[src/rtl/arith_pkg.sv]
// arith_pkg: opcode and FSM state encodings shared by the arithmetic unit
package arith_pkg;
  localparam logic [1:0] OP_ADD = 2'b00;
  localparam logic [1:0] OP_SUB = 2'b01;
  localparam logic [1:0] OP_MUL = 2'b10;
  localparam logic [1:0] OP_DIV = 2'b11;
  localparam logic [1:0] ST_IDLE = 2'd0;
  localparam logic [1:0] ST_DIV  = 2'd1;
  localparam logic [1:0] ST_DONE = 2'd2;
endpackage

[src/rtl/seq_divider.sv]
// seq_divider: iterative restoring divider, one quotient bit per cycle
module seq_divider #(
  parameter int DATA_WIDTH = 16,
  parameter int CNT_WIDTH  = $clog2(DATA_WIDTH) + 1
) (
  input  logic                  CLK,
  input  logic                  RST,
  input  logic                  i_start,
  input  logic [DATA_WIDTH-1:0] i_dividend,
  input  logic [DATA_WIDTH-1:0] i_divisor,
  output logic                  o_busy,
  output logic                  o_done,
  output logic [DATA_WIDTH-1:0] o_quot,
  output logic [DATA_WIDTH-1:0] o_rem
);
  localparam int W = DATA_WIDTH;
  logic [W-1:0] r_quo, r_rem, r_div;
  logic [CNT_WIDTH-1:0] r_cnt;
  logic r_busy;
  logic [W:0] w_sh;
  logic [W-1:0] w_sub;
  logic w_ge;
  // the dividend shifts out of r_quo while quotient bits shift in
  assign w_sh   = {r_rem, r_quo[W-1]};
  assign w_ge   = w_sh[W] | (w_sh[W-1:0] >= r_div);
  assign w_sub  = w_sh[W-1:0] - r_div;
  assign o_quot = {r_quo[W-2:0], w_ge};
  assign o_rem  = w_ge ? w_sub : w_sh[W-1:0];
  assign o_busy = r_busy;
  assign o_done = r_busy && (r_cnt == '0);
  // load on start, then one restoring step per cycle until the counter hits zero
  always_ff @(posedge CLK or negedge RST)
    if (!RST) begin
      r_quo  <= '0;
      r_rem  <= '0;
      r_div  <= '0;
      r_cnt  <= '0;
      r_busy <= 1'b0;
    end else if (i_start) begin
      r_quo  <= i_dividend;
      r_rem  <= '0;
      r_div  <= i_divisor;
      r_cnt  <= CNT_WIDTH'(W - 1);
      r_busy <= 1'b1;
    end else if (r_busy) begin
      r_quo  <= o_quot;
      r_rem  <= o_rem;
      r_cnt  <= r_cnt - CNT_WIDTH'(1);
      r_busy <= (r_cnt != '0);
    end
endmodule

[src/rtl/arith_unit_seq.sv]
// arith_unit_seq: handshaked add/sub/mul/div unit; define ARITH_OVF_EN for the Overflow output
module arith_unit_seq
  import arith_pkg::*;
#(
  parameter int DATA_WIDTH = 16,
  parameter int CNT_WIDTH  = $clog2(DATA_WIDTH) + 1
) (
  input  logic                    CLK,
  input  logic                    RST,
  input  logic [DATA_WIDTH-1:0]   A,
  input  logic [DATA_WIDTH-1:0]   B,
  input  logic [1:0]              ALU_FUN,
  input  logic                    In_Valid,
  output logic                    In_Ready,
  output logic [2*DATA_WIDTH-1:0] Arith_OUT,
  output logic                    Carry_OUT,
  output logic                    Div_Zero,
  output logic                    Out_Valid,
  input  logic                    Out_Ready
`ifdef ARITH_OVF_EN
  ,
  output logic                    Overflow
`endif
);
  localparam int W = DATA_WIDTH;
  logic [1:0] r_state;
  logic [W:0] w_sum, w_dif;
  logic [2*W-1:0] w_prod, w_res;
  logic [W-1:0] w_quot, w_rem;
  logic w_carry, w_dz, w_accept, w_start, w_dv_busy, w_dv_done;
  assign w_sum    = {1'b0, A} + {1'b0, B};
  assign w_dif    = {1'b0, A} - {1'b0, B};
  assign w_prod   = {{W{1'b0}}, A} * {{W{1'b0}}, B};
  assign w_res    = (ALU_FUN == OP_ADD) ? {{(W-1){1'b0}}, w_sum} :
                    (ALU_FUN == OP_SUB) ? {{W{1'b0}}, w_dif[W-1:0]} :
                    (ALU_FUN == OP_MUL) ? w_prod : {A, {W{1'b1}}};
  assign w_carry  = (ALU_FUN == OP_ADD) ? w_sum[W] : (ALU_FUN == OP_SUB) ? w_dif[W] : 1'b0;
  assign w_dz     = (ALU_FUN == OP_DIV) && (B == '0);
  assign In_Ready = (r_state == ST_IDLE) && !w_dv_busy;
  assign Out_Valid = (r_state == ST_DONE);
  assign w_accept = In_Valid && In_Ready;
  assign w_start  = w_accept && (ALU_FUN == OP_DIV) && (B != '0);
`ifdef ARITH_OVF_EN
  logic w_ovf;
  assign w_ovf = (ALU_FUN == OP_ADD) ? (A[W-1] == B[W-1]) && (w_sum[W-1] != A[W-1]) :
                 (ALU_FUN == OP_SUB) ? (A[W-1] != B[W-1]) && (w_dif[W-1] != A[W-1]) : 1'b0;
`endif
  seq_divider #(.DATA_WIDTH(DATA_WIDTH), .CNT_WIDTH(CNT_WIDTH)) u_div (
    .CLK(CLK), .RST(RST), .i_start(w_start), .i_dividend(A), .i_divisor(B),
    .o_busy(w_dv_busy), .o_done(w_dv_done), .o_quot(w_quot), .o_rem(w_rem)
  );
  // sequence accept -> (divide) -> hold result until the consumer takes it
  always_ff @(posedge CLK or negedge RST)
    if (!RST) begin
      r_state   <= ST_IDLE;
      Arith_OUT <= '0;
      Carry_OUT <= 1'b0;
      Div_Zero  <= 1'b0;
`ifdef ARITH_OVF_EN
      Overflow  <= 1'b0;
`endif
    end else if (w_accept) begin
      Arith_OUT <= w_res;
      Carry_OUT <= w_carry;
      Div_Zero  <= w_dz;
`ifdef ARITH_OVF_EN
      Overflow  <= w_ovf;
`endif
      r_state   <= w_start ? ST_DIV : ST_DONE;
    end else if (r_state == ST_DIV && w_dv_done) begin
      Arith_OUT <= {w_rem, w_quot};
      r_state   <= ST_DONE;
    end else if (r_state == ST_DONE && Out_Ready) begin
      r_state   <= ST_IDLE;
    end
endmodule

[config.mk]
export PLATFORM = sky130hd
export DESIGN_NAME = arith_unit_seq
export DESIGN_NICKNAME = d
export VERILOG_FILES = /design/src/rtl/arith_pkg.sv /design/src/rtl/seq_divider.sv /design/src/rtl/arith_unit_seq.sv
export SDC_FILE = /design/constraint.sdc
export NUM_CORES = 1
export LEC_CHECK = 0
export ABC_AREA = 1
export CAP_MARGIN = 20
export CORE_UTILIZATION = 45
export DETAILED_ROUTE_END_ITERATION = 12
export SLEW_MARGIN = 10
export SYNTH_ARGS = -nofsm -noshare
export SYNTH_HDL_FRONTEND = slang
export SYNTH_SLANG_ARGS = --single-unit
[constraint.sdc]
create_clock -name CLK -period 2.7 [get_ports CLK]
set_clock_uncertainty 0.15 [all_clocks]
set_input_delay 0.54 -clock CLK [delete_from_list [all_inputs] [get_ports CLK]]
set_output_delay 0.54 -clock CLK [all_outputs]
set_load 0.01 [all_outputs]
Word level (Yosys, flattened, before mapping)
Cells that the tools add are included.
- input bits: 38
- output and inout port bits: 36
- flip-flop bits (word level): 90
- logic and storage cells: 59
- $mul: 1
- eq/ne operators: 5
- muxes and demuxes: 20
- add/sub/neg operators: 4
- magnitude comparators: 1
- bitwise gates (word level): 1
- reductions and logical operators: 18
- operators with widths (kind ; number):
    2-to-1 mux 32 bit ; 5
    2-to-1 mux 16 bit ; 5
    multiplier 16 x 16 -> 32 bit ; 1
    adder 16 x 16 -> 17 bit ; 1
    subtractor 16 x 16 -> 17 bit ; 1
    >= comparator 16 bit ; 1
    logical NOT 16 bit ; 1
    nonzero test 16 bit ; 1
    subtractor 16 bit ; 1
    2-to-1 mux 5 bit ; 2
    logical AND 1 bit ; 8
    2-to-1 mux 2 bit ; 4
    == test 2 bit (second input constant) ; 3
    logical NOT 5 bit ; 1
    nonzero test 5 bit ; 1
    subtractor 5 x 1 -> 5 bit (second input constant) ; 1
    == test 2 x 1 -> 1 bit (second input constant) ; 2
    logical NOT 2 bit ; 2
    2-to-1 mux 1 bit ; 4
    nonzero test 2 bit ; 2
    nonzero test 3 bit ; 1
    logical NOT 1 bit ; 1
    OR 1 bit ; 1

Longest topological paths before layout
Gate-level depths: netlist (run 1).
- word-level depth: 7
- mapped depth: 28
- mapped depth without buffers: 26

By module
Synthesis (run 1) repeated with hierarchy kept, for this count alone.
- cell total of the unflattened synthesis: 2535
- area, all modules: 17207.8 um^2
- by module, submodules not included (module ; instances ; area each (um^2) ; seq. area each (um^2) ; cells an instance):
    arith_unit_seq ; 1 ; 13470.4 ; 900.9 ; 2014
    seq_divider ; 1 ; 3737.3 ; 1351.3 ; 521

Worst setup path after synthesis (run 1)
OpenSTA, ideal clock, no wires.
- kind: in2reg
- start point: input B[1]
- end point: register Arith_OUT[25]
- data required time: 2.423 ns
- arrival: 5.510 ns
- setup time: 0.127 ns
- stages on the path: 21
- path buffers: 2
- slack: -3.087 ns
- path through: clkbuf_1 clkbuf_1 nand2_1 fa_1 fa_1 fa_1 fa_1 inv_1 fa_1 inv_1 fa_1 inv_1 ha_1 nand2_1 inv_1 a21oi_1 nor2_1 o21ai_0 nand4_1 nand3_1 nand3b_1
- longest elaborated chain between the ends: 5
- RTL lines (what ; RTL line ; text):
    start, declared ; arith_unit_seq.sv:11 ; input logic [DATA_WIDTH-1:0] B,
    multiplier 16 x 16 -> 32 bit ; arith_unit_seq.sv:33 ; assign w_prod = {{W{1'b0}}, A} * {{W{1'b0}}, B};
    2-to-1 mux 32 bit ; arith_unit_seq.sv:36 ; (ALU_FUN == OP_MUL) ? w_prod : {A, {W{1'b1}}};
    2-to-1 mux 32 bit ; arith_unit_seq.sv:35 ; (ALU_FUN == OP_SUB) ? {{W{1'b0}}, w_dif[W-1:0]} :
    2-to-1 mux 32 bit ; arith_unit_seq.sv:34 ; assign w_res = (ALU_FUN == OP_ADD) ? {{(W-1){1'b0}}, w_sum} :
    2-to-1 mux 32 bit ; arith_unit_seq.sv:62 ; end else if (w_accept) begin
    end signal, assigned ; arith_unit_seq.sv:63 ; Arith_OUT <= w_res;
    end signal, assigned ; arith_unit_seq.sv:71 ; Arith_OUT <= {w_rem, w_quot};
    end, declared ; arith_unit_seq.sv:15 ; output logic [2*DATA_WIDTH-1:0] Arith_OUT,
Every way passes these cells.
A chain may end at the register's enable or synchronous reset.

Worst setup path after layout (run 1)
- start point: input B[6]
- end point: register Arith_OUT[28]
Same word-level chain as after synthesis.

==> results of run 1 <==
[cell usage after synthesis, drive strengths merged]
master,instances,area share (%)
xnor2,12,0.63
nand3b,15,0.67
a22o,15,0.79
and3,1,0.037
a31oi,2,0.075
a21boi,1,0.045
nor2,112,2.7
buf,19,0.85
ha,154,12
nor3,15,0.55
a22oi,1,0.075
o22ai,1,0.037
inv,582,13
nor4,5,0.19
a21o,1,0.045
fa,197,24
dfrtp,90,13
o221ai,2,0.10
xor2,9,0.47
and2,1,0.037
nand4,22,0.82
a21oi,63,1.9
o21ai,68,2.2
nand3,175,5.2
clkinv,2,0.075
nand2,803,18
o21bai,7,0.31
clkbuf,83,1.9
o211ai,6,0.30
[through the flow]
step	cells	utilization, %	setup WS (ns)
3_3_place_gp	3229	56.9	-3.73
4_1_cts	3340	62.7	-2.87
2_1_floorplan	2464	-	-2.65
5_1_grt	3361	65.2	-2.98
6_report	3361	65.2	-2.80
3_5_place_dp	3229	56.9	-3.73
[worst reg2reg max path, stage by stage (launching register included)]
cell and delay, ns:
dfrtp_1 0.39, inv_1 0.08, ha_1 0.18, inv_1 0.06
fa_2 0.35, nand3_1 0.08, nand2_1 0.11, nand2_1 0.08
nand2_1 0.06, nand2_1 0.06, nand2_1 0.09, nor2_2 0.18
nand2_2 0.13, buf_4 0.16, nand2_1 0.08, nand3_1 0.18
nand3_1 0.14
[area by class of cell]
class / count / area [um^2]
Inverter: 584 / 2220
Clock inverter: 7 / 71.3
Clock buffer: 9 / 225
Fill cell: 3160 / 12700
Sequential cell: 90 / 2250
Timing Repair Buffer: 514 / 4910
Multi-Input combinational cell: 1689 / 13500
Tap cell: 468 / 586
[logic make-up (layout without fill, tap and decap cells)]
logic type | after synthesis | count (layout) | synth area share [%]
and+or+nand+nor | 1149 | 1150 | 28.5
buffers and inverters | 686 | 1114 | 15.9
adders and majority gates | 351 | 351 | 35.2
AOI/OAI and AO/OA | 167 | 167 | 5.82
DFF | 90 | 90 | 13.5
xor gates and xnor gates | 21 | 21 | 1.10
[routing by layer]
| metal | routed length (um) | track usage (%) | share of wire (%) | up-vias |
|---|---|---|---|---|
| met4 | 2360 | 10.9 | 3.6 | 0 |
| li1 | - | - | - | 8222 |
| met1 | 28100 | 48.9 | 43 | 8510 |
| met2 | 30100 | 55.8 | 46 | 663 |
| met3 | 5160 | 5.05 | 7.9 | 127 |
| met5 | 0 | 0 | 0 | - |
[final timing paths]
path	startpoint	end	slack (ns)	cells past startpoint
min in group asynchronous	RST	Arith_OUT[1]	0.49	2
min	Carry_OUT	Carry_OUT	0.33	2
max in group asynchronous	RST	u_div.r_rem[2]	1.26	3
max	B[6]	Arith_OUT[28]	-2.80	28
max reg2reg	u_div.r_quo[15]	Arith_OUT[16]	0.10	16
min reg2reg	Carry_OUT	Carry_OUT	0.33	2
[sequential cells by signal, summed over array words and instances, names as in the netlist]
| name | cells |
|---|---|
| Div_Zero | 1 |
| Arith_OUT | 32 |
| Carry_OUT | 1 |
| u_div.o_busy | 1 |
| u_div.r_quo | 16 |
| u_div.r_cnt | 5 |
| r_state | 2 |
| u_div.r_rem | 16 |
| u_div.r_div | 16 |
[what timing repair did]
action | in CTS | in global routing
buffers inserted | 89 | 29
gates resized for setup | 373 | 260
pin swaps | 157 | 162
endpoints found under the setup margin | 31 | 46
hold buffers | 1 | 0
gates cloned | 6 | 1
endpoints found under the hold margin | 19 | 0
==> results.sh, run 1 <==
export IMPL_cts_sinks=90
export IMPL_worstPathMaxFanout=4
export IMPL_ys_seq_elements=90
export IMPL_port_buffers=73
export IMPL_cp_arrival_ns=5.57
export IMPL_max_stage_delay_ns=0.55
export IMPL_min_period_ns=5.50
export IMPL_n_antenna_cell=0
export IMPL_finalSetupViolations=29
export IMPL_relSlewSlack_pct=70.8
export IMPL_fin_area_um2=23800
export IMPL_dieArea_um2=37900
export IMPL_cp_num_buf_inv=10
export IMPL_root_buffer="clkbuf_16"
export IMPL_die_y_um=195
export IMPL_fin_nets=3277
export IMPL_violations="negative setup slack"
export IMPL_fp_dieW_um=195
export IMPL_critPathMostFrequentCell="fa_1"
export IMPL_first_pass_iters=6
export IMPL_clkTransAtPathRegs_ns=0.08
export IMPL_placed_cell_area_um2=20800
export IMPL_cts_tree="done"
export IMPL_holdWs_ns=0.335
export IMPL_mostFrequentLayoutCells="nand2_1 (687), inv_1 (500), buf_4 (326), fa_1 (178), nand3_1 (133)"
export IMPL_grt_usage_pct=35.0
export IMPL_mostFrequentLayoutCell="nand2_1"
export IMPL_rsz0062_at_grt="true"
export IMPL_cap_violations=0
export IMPL_ios=74
export IMPL_end_kind="flop"
export IMPL_hpwlAfterDp_mm=50.7
export IMPL_drt_initial_drc_count=1395
export IMPL_fin_crit_sh_pct=204
export IMPL_ant_nets=0
export IMPL_place_gp_congestion=1.02
export IMPL_clock_path_buffers=2
export IMPL_core_area_um2=36500
export IMPL_drt_total_wl_mm=65.7
export IMPL_yosysWarnings=0
export IMPL_grt_overflow_total=0
export IMPL_netlist_instances=2464
export IMPL_setup_slack_ns=-2.80
export IMPL_path_class="primary input to flop"
export IMPL_start_util_pct=45.7
export IMPL_finalHoldViolCount=0
export IMPL_max_freq_mhz=182
export IMPL_grt_max_degree=49
export IMPL_grt_pass1_vias=17529
export IMPL_area_growth_syn_to_layout_pct=42.6
export IMPL_core_rowCount=70
export IMPL_cpMaxStageDelayCell="fa_1"
export IMPL_worst_slew_pin_slew_ns=0.434
export IMPL_syn_num_nets=2853
export IMPL_synth_cell_types=45
export IMPL_tns_ns=-69.78
export IMPL_antenna_found_initial=0
export IMPL_cp_required_ns=2.78
export IMPL_htreeDepth=3
export IMPL_outcome="complete, but fails checks"
export IMPL_vias=17522
export IMPL_drc=0
export IMPL_numCtsBuffers=9
export IMPL_synth_avg_cell_area_um2=6.78
export IMPL_ys_seq_area_share_pct=13.5
export IMPL_grt_first_pass_wirelength_mm=101
export IMPL_crit_family="adder cells"
export IMPL_wire_per_inst_um=19.5
export IMPL_cp_start_kind="primary input"
export IMPL_vias_per_cell=5.21
export IMPL_hp_class="flop to flop"
export IMPL_maxSlewViolCount=0
export IMPL_drive_above_1_share_pct=30.1
export IMPL_syn_cell_area_um2=16700
export IMPL_clock_latency_ns=0.36
Power of run 1 is not shown: default switching activity piles up to over one toggle a cycle in this logic, so the estimate is an artifact.
==> run 2, diff against run 1 <==
Settings changed: SYNTH_HIERARCHICAL set to 1.
==> run 2 against run 1 <==
The run still ends with negative setup slack left. Worst setup slack lost 0.022 ns. Register-to-register slack lost 0.17 ns. Synthesized area grew 3.1%. Maximum frequency shrank 0.39%. Wire length grew 4.4%. Final area grew 2.3%. Sequential share of layout area shrank 0.21 points. Die area grew 3.0%. Sequential cell count is the same. Largest cell class unchanged.
==> results.sh, run 2 <==
export IMPL_synth_most_common_cell="nand2_1"
export IMPL_path_class="primary input to flop"
export IMPL_cp_arrival_ns=5.62
export IMPL_fin_nets=3298
export IMPL_synth_fa_ha_area_share_pct=34.1
export IMPL_place_gp_congestion=0.979
export IMPL_synthSimpleGateAreaFrac_pct=28.1
export IMPL_numCtsBuffers=9
export IMPL_min_period_ns=5.52
export IMPL_mostFrequentLayoutCell="nand2_1"
export IMPL_grt_max_degree=47
export IMPL_htreeDepth=3
export IMPL_dieArea_um2=39000
export IMPL_finalSetupViolations=34
export IMPL_antenna_found_initial=2
export IMPL_ys_seq_area_share_pct=13.1
export IMPL_synth_edff_count=0
export IMPL_violations="negative setup slack"
export IMPL_outcome="complete, but fails checks"
export IMPL_cts_tree="done"
export IMPL_placed_cell_area_um2=20900
export IMPL_seq_area_um2=2250
export IMPL_crit_path_start="A[10]"
export IMPL_rsz0062_at_grt="true"
export IMPL_die_y_um=198
export IMPL_ant_nets=0
export IMPL_drt_initial_drc_count=977
export IMPL_fillers=3357
export IMPL_clkTransAtPathRegs_ns=0.07
export IMPL_ios=74
export IMPL_vias=17801
export IMPL_grt_first_pass_wirelength_mm=101
export IMPL_ys_seq_elements=90
export IMPL_synth_avg_cell_area_um2=6.79
export IMPL_yosys_area_top_type="fa_1"
export IMPL_first_pass_iters=6
export IMPL_synth_compound_area_share_pct=7.00
export IMPL_synth_top_family_by_area="adder cells"
export IMPL_worst_slew_pin_slew_ns=0.632
export IMPL_cts_sinks=90
export IMPL_clock_latency_ns=0.37
export IMPL_wire_per_inst_um=20.0
export IMPL_fin_crit_sh_pct=204
export IMPL_cp_start_kind="primary input"
export IMPL_vias_per_cell=5.20
export IMPL_largest_reg_flops=32
export IMPL_synth_area_mux_share_pct=0
export IMPL_grt_pass1_vias=17791
export IMPL_top_register="Arith_OUT"
export IMPL_syn_cell_area_um2=17200
export IMPL_synth_top_area_share_pct=22.9
export IMPL_worstPathMaxFanout=4
export IMPL_area_growth_syn_to_layout_pct=41.5
export IMPL_synth_flop_cell="dfrtp_1"
export IMPL_drt_total_wl_mm=68.6
export IMPL_grt_overflow_total=0
export IMPL_relSlewSlack_pct=57.9
export IMPL_syn_num_nets=2924
export IMPL_hold_buffers=0
export IMPL_max_freq_mhz=181
export IMPL_grt_usage_pct=34.6
export IMPL_port_buffers=73
export IMPL_hpwlAfterDp_mm=52.0
export IMPL_multi_input_area_um2=14000
export IMPL_setup_slack_ns=-2.82
export IMPL_finalHoldViolCount=0
export IMPL_cp_required_ns=2.80
export IMPL_fp_dieW_um=198
export IMPL_fin_area_um2=24400
export IMPL_r2r_start="u_div/r_rem[8]"
export IMPL_netlist_instances=2535
export IMPL_synthXorXnorAreaFrac_pct=0.916
export IMPL_clock_path_buffers=2
export IMPL_end_kind="flop"
export IMPL_yosysWarnings=6
export IMPL_synth_cell_types=51
export IMPL_mostFrequentLayoutCells="nand2_1 (632), inv_1 (487), buf_4 (290), fa_1 (175), nand2_2 (141)"
export IMPL_start_util_pct=45.7
export IMPL_synthArstFlopShare_pct=100
export IMPL_maxSlewViolCount=0
export IMPL_drive_above_1_share_pct=33.2
export IMPL_hp_class="primary input to asynchronous set/reset pin"
export IMPL_cap_violations=0
export IMPL_holdWs_ns=0.0461
export IMPL_synth_area_top_cells="fa_1 (23%), nand2_1 (17%), dfrtp_1 (13%), inv_1 (13%), ha_1 (11%)"
export IMPL_root_buffer="clkbuf_16"
export IMPL_core_area_um2=37700
export IMPL_drc=0
export IMPL_synthTopCellsByCount="nand2_1 (780), inv_1 (591), fa_1 (197), ha_1 (154), nand3_1 (132)"
export IMPL_core_rowCount=71
[run 2: cell types whose count changed after synthesis, moves of 13 or more]
| cell | change |
|---|---|
| buf_4 | +21 |
| nand2_1 | -20 |
| nand3_1 | -43 |
| nand2_2 | +29 |
| a22o_1 | -15 |
| o21ai_0 | +13 |
[run 2: kinds of logic (layout without fill, tap and decap cells)]
kind of cell,Yosys count,in the layout
and+or+nand+nor,1146,1146
buffers and inverters,725,1103
adders and majority gates,351,351
AOI/OAI and AO/OA,205,205
DFF,90,90
xor gates and xnor gates,18,18
other,0,1
[run 2: layer usage]
| layer | share of wire (%) | global-route usage, % | up-vias |
|---|---|---|---|
| li1 | - | - | 8295 |
| met1 | 43 | 46.4 | 8734 |
| met2 | 47 | 58.0 | 620 |
| met3 | 6.3 | 3.82 | 152 |
| met4 | 3.8 | 10.9 | 0 |
| met5 | 0 | 0 | - |
[run 2: worst paths after layout]
check                      slack (ns)              end  cells past startpoint
max                             -2.82    Arith_OUT[21]                     23
min                              0.05     Arith_OUT[0]                      1
max reg2reg                     -0.07    Arith_OUT[30]                     12
min reg2reg                      0.32     Arith_OUT[6]                      2
max in group asynchronous        1.60  u_div/r_div[11]                      2
min in group CLK                 0.32     Arith_OUT[6]                      2
[run 2: layout make-up]
cell class                 instances  share of cell area [%]
clock buffer                      11                   0.997
sequential                        90                    9.25
tap                              511                    2.63
timing repair buffer             485                    20.0
multi-input combinational       1720                    57.4
inverter                         603                    9.40
antenna                            1                  0.0103
clock inverter                     4                   0.313
[run 2: metrics by stage]
stage                     cells  worst slack, ns  utilization [%]  setup TNS, ns
after floorplan            2535            -2.65                -         -65.37
after global placement     3289            -3.81             55.4        -122.28
after detailed placement   3289            -3.81             55.4        -122.41
after CTS                  3387            -2.84             60.9         -71.31
after global routing       3424            -2.94             64.6         -75.00
final                      3425            -2.82             64.7         -70.68
[run 2: critical path: stages]
cell and delay, ns:
buf_6 0.14, buf_4 0.20, nand2_1 0.09, fa_1 0.50, fa_2 0.60, fa_2 0.44
fa_1 0.50, inv_2 0.04, fa_1 0.54, inv_2 0.05, fa_1 0.52, inv_2 0.05
ha_4 0.32, nand2_4 0.09, nor2_4 0.17, nand3_2 0.13, nand3_4 0.11, buf_6 0.14
nand2_4 0.05, nand3_2 0.05, nand2_2 0.07, o21ai_4 0.17, a21oi_2 0.07
[run 2: timing repair]
action | 4_1_cts | 5_1_grt
setup buffers | 82 | 44
pin swaps | 172 | 243
resized for setup | 400 | 378
setup endpoints to repair | 79 | 63
cloned | 2 | 7
Power of run 2 is left out for the same reason.
==> run 3, diff against run 2 <==
Settings changed: CORE_ASPECT_RATIO set to 0.7, CORE_UTILIZATION 45 to 61, PLACE_DENSITY set to 0.8.
==> run 3 against run 2 <==
The run now fails in global routing. Synthesized cell count is the same. Synthesized area is the same.
==> results.sh, run 3 <==
export IMPL_synth_top_area_share_pct=22.9
export IMPL_fp_dieW_um=203
export IMPL_grt_max_degree=48
export IMPL_grt_overflow_total=52
export IMPL_syn_num_nets=2924
export IMPL_flow_stopped_at="global routing"
export IMPL_port_buffers=73
export IMPL_root_buffer="clkbuf_16"
export IMPL_synth_cell_types=51
export IMPL_cts_sinks=90
export IMPL_htreeDepth=3
export IMPL_error_line="[ERROR GRT-0232] Routing congestion too high. Check the congestion heatmap in the GUI."
export IMPL_ys_seq_area_share_pct=13.1
export IMPL_synthArstFlopShare_pct=100
export IMPL_hpwlAfterDp_mm=48.9
export IMPL_start_util_pct=62.0
export IMPL_die_y_um=143
export IMPL_ys_seq_elements=90
export IMPL_synth_flop_cell="dfrtp_1"
export IMPL_syn_cell_area_um2=17200
export IMPL_core_rowCount=51
export IMPL_synth_area_top_cells="fa_1 (23%), nand2_1 (17%), dfrtp_1 (13%), inv_1 (13%), ha_1 (11%)"
export IMPL_grt_usage_pct=69.8
export IMPL_netlist_instances=2535
export IMPL_synthTopCellsByCount="nand2_1 (780), inv_1 (591), fa_1 (197), ha_1 (154), nand3_1 (132)"
export IMPL_grt_worst_setup_endpoint="Arith_OUT[22]$_DFFE_PN0P_/D"
export IMPL_numCtsBuffers=9
export IMPL_placedCellCount=3133
export IMPL_yosys_area_top_type="fa_1"
export IMPL_synth_edff_count=0
export IMPL_yosysWarnings=6
export IMPL_synth_avg_cell_area_um2=6.79
export IMPL_endpoint_type="register data pin"
export IMPL_place_gp_congestion=1.04
export IMPL_synth_most_common_cell="nand2_1"
export IMPL_clock_path_buffers=2
export IMPL_ios=74
export IMPL_outcome="aborted with a tool error"
run 3: metrics by stage:
stage	cell area (um^2)	worst slack (ns)	utilization, %
floorplan	18000	-2.65	-
global placement	20500	-3.76	73.9
detailed placement	20500	-3.82	73.9
CTS	22700	-2.74	81.9
run 3: logic make-up after synthesis:
group                      share of synthesized area [%]
AOI/OAI and AO/OA                                   7.00
xor gates and xnor gates                           0.916
adders and majority gates                           34.1
buffers and inverters                               16.8
DFF                                                 13.1
and+or+nand+nor                                     28.1
run 3: timing repair:
item | in CTS
hold buffers | 1
buffers inserted | 52
endpoints found under the setup margin | 66
hold endpoints to repair | 32
resized for setup | 448
gates cloned | 15
pin swaps | 195
run 3: layer usage:
layer | track usage, % | GRT overflow
met2 | 85.7 | 28
met1 | 73.3 | 0
met5 | 27.0 | 0
met3 | 56.4 | 3
met4 | 58.4 | 21
==> run 4, diff against run 3 <==
Settings changed: CORE_ASPECT_RATIO 0.7 to not set, CORE_UTILIZATION 61 to 40, PLACE_DENSITY 0.8 to not set, PLACE_DENSITY_LB_ADDON set to 0.15.
==> run 4 against run 3 <==
The flow now finishes, with violations (negative setup slack).
==> results.sh, run 4 (synthesis gave the netlist of run 2 again) <==
export IMPL_r2r_start="u_div/r_div[0]"
export IMPL_grt_overflow_total=0
export IMPL_max_freq_mhz=180
export IMPL_cp_required_ns=2.85
export IMPL_crit_path_start="B[5]"
export IMPL_core_rowCount=75
export IMPL_hp_class="flop to flop"
export IMPL_dieArea_um2=43900
export IMPL_hpwlAfterDp_mm=52.1
export IMPL_tns_ns=-69.65
export IMPL_m1WireLength_mm=28.9
export IMPL_clkTransAtPathRegs_ns=0.06
export IMPL_holdPathStages=2
export IMPL_cpMaxStageDelayCell="fa_1"
export IMPL_first_pass_iters=5
export IMPL_routed_wl_met3_mm=4.42
export IMPL_grt_first_pass_wirelength_mm=102
export IMPL_place_gp_congestion=0.951
export IMPL_htreeDepth=3
export IMPL_port_buffers=73
export IMPL_worst_slew_pin_slew_ns=0.519
export IMPL_antenna_found_initial=5
export IMPL_cts_tree="done"
export IMPL_wire_per_inst_um=19.4
export IMPL_outcome="complete, but fails checks"
export IMPL_worstPathMaxFanout=8
export IMPL_area_growth_syn_to_layout_pct=41.3
export IMPL_top_layer="met4"
export IMPL_die_y_um=209
export IMPL_finalHoldViolCount=0
export IMPL_hold_path_startpoint="u_div/r_rem[15]"
export IMPL_drt_total_wl_mm=67.0
export IMPL_min_period_ns=5.56
export IMPL_fillers=3997
export IMPL_reg2reg_slack_ns=-0.01
export IMPL_numCtsBuffers=9
export IMPL_vias=17503
export IMPL_clock_path_buffers=2
export IMPL_start_util_pct=40.7
export IMPL_violations="negative setup slack"
export IMPL_rr_worst_depth=15
export IMPL_grt_max_degree=48
export IMPL_relSlewSlack_pct=65.4
export IMPL_holdWs_ns=0.328
export IMPL_ios=74
export IMPL_root_buffer="clkbuf_16"
export IMPL_largest_reg_flops=32
export IMPL_end_kind="flop"
export IMPL_rsz0062_at_grt="true"
export IMPL_grt_pass1_vias=17720
export IMPL_placed_cell_area_um2=21200
export IMPL_dr_wl_met2_mm=31.9
export IMPL_cp_arrival_ns=5.71
export IMPL_seq_area_um2=2250
export IMPL_drive_above_1_share_pct=32.0
export IMPL_fp_dieW_um=209
export IMPL_cp_start_kind="primary input"
export IMPL_place_ws_ns=-3.88
export IMPL_setup_slack_ns=-2.86
export IMPL_drt_initial_drc_count=1159
export IMPL_fin_nets=3303
export IMPL_multi_input_area_um2=13900
export IMPL_finalSetupViolations=28
export IMPL_top_register="Arith_OUT"
export IMPL_drc=0
export IMPL_clock_latency_ns=0.36
export IMPL_max_stage_delay_ns=0.57
export IMPL_path_class="primary input to flop"
export IMPL_critPathMostFrequentCell="fa_1"
export IMPL_maxSlewViolCount=0
export IMPL_core_area_um2=42200
export IMPL_mostFrequentLayoutCells="nand2_1 (650), inv_1 (502), buf_4 (307), fa_1 (183), nand2_2 (114)"
export IMPL_fin_area_um2=24300
export IMPL_fin_crit_sh_pct=206
export IMPL_cts_sinks=90
export IMPL_cap_violations=0
export IMPL_mostFrequentLayoutCell="nand2_1"
export IMPL_vias_per_cell=5.06
export IMPL_ant_nets=0
export IMPL_grt_usage_pct=31.0
==> run 4: layout make-up <==
class	count	share of cell area (%)
multi-input combinational	1720	57.2
timing repair buffer	490	20.1
inverter	603	9.40
sequential	90	9.26
tap	539	2.77
clock buffer	9	0.926
clock inverter	7	0.386
antenna	1	0.0103
==> run 4: stage by stage <==
step	utilization, %	cells
after floorplan	-	2535
after global placement	50.1	3349
after detailed placement	50.1	3349
after CTS	55.8	3449
after global routing	57.6	3458
final	57.6	3459
==> run 4: routing by layer <==
metal / track usage (%) / vias to the layer above
met2: 51.8 / 499
met1: 41.5 / 8597
met3: 4.50 / 95
met5: 0 / -
li1: - / 8312
met4: 9.48 / 0
==> run 4: timing repair <==
item	CTS	global route
setup endpoints to repair	66	65
pin swaps	210	191
cloned	8	1
gates resized for setup	463	247
setup buffers	77	21
hold buffers	1	0
hold endpoints to repair	7	0
==> run 4: critical path, delay by kind of cell <==
kind | cells | cell delay, ns
adder cells (fa/ha/maj) | 7 | 3.45
buffers and inverters | 8 | 0.58
AND/OR/NAND/NOR | 11 | 1.10
==> run 4: final timing paths <==
check,endpoint
max,Arith_OUT[19]
min,u_div/r_rem[15]
max reg2reg,Arith_OUT[22]
min reg2reg,u_div/r_rem[15]
max in group asynchronous,u_div/r_rem[10]
min in group asynchronous,u_div/o_busy
Power of run 4 is left out for the same reason.
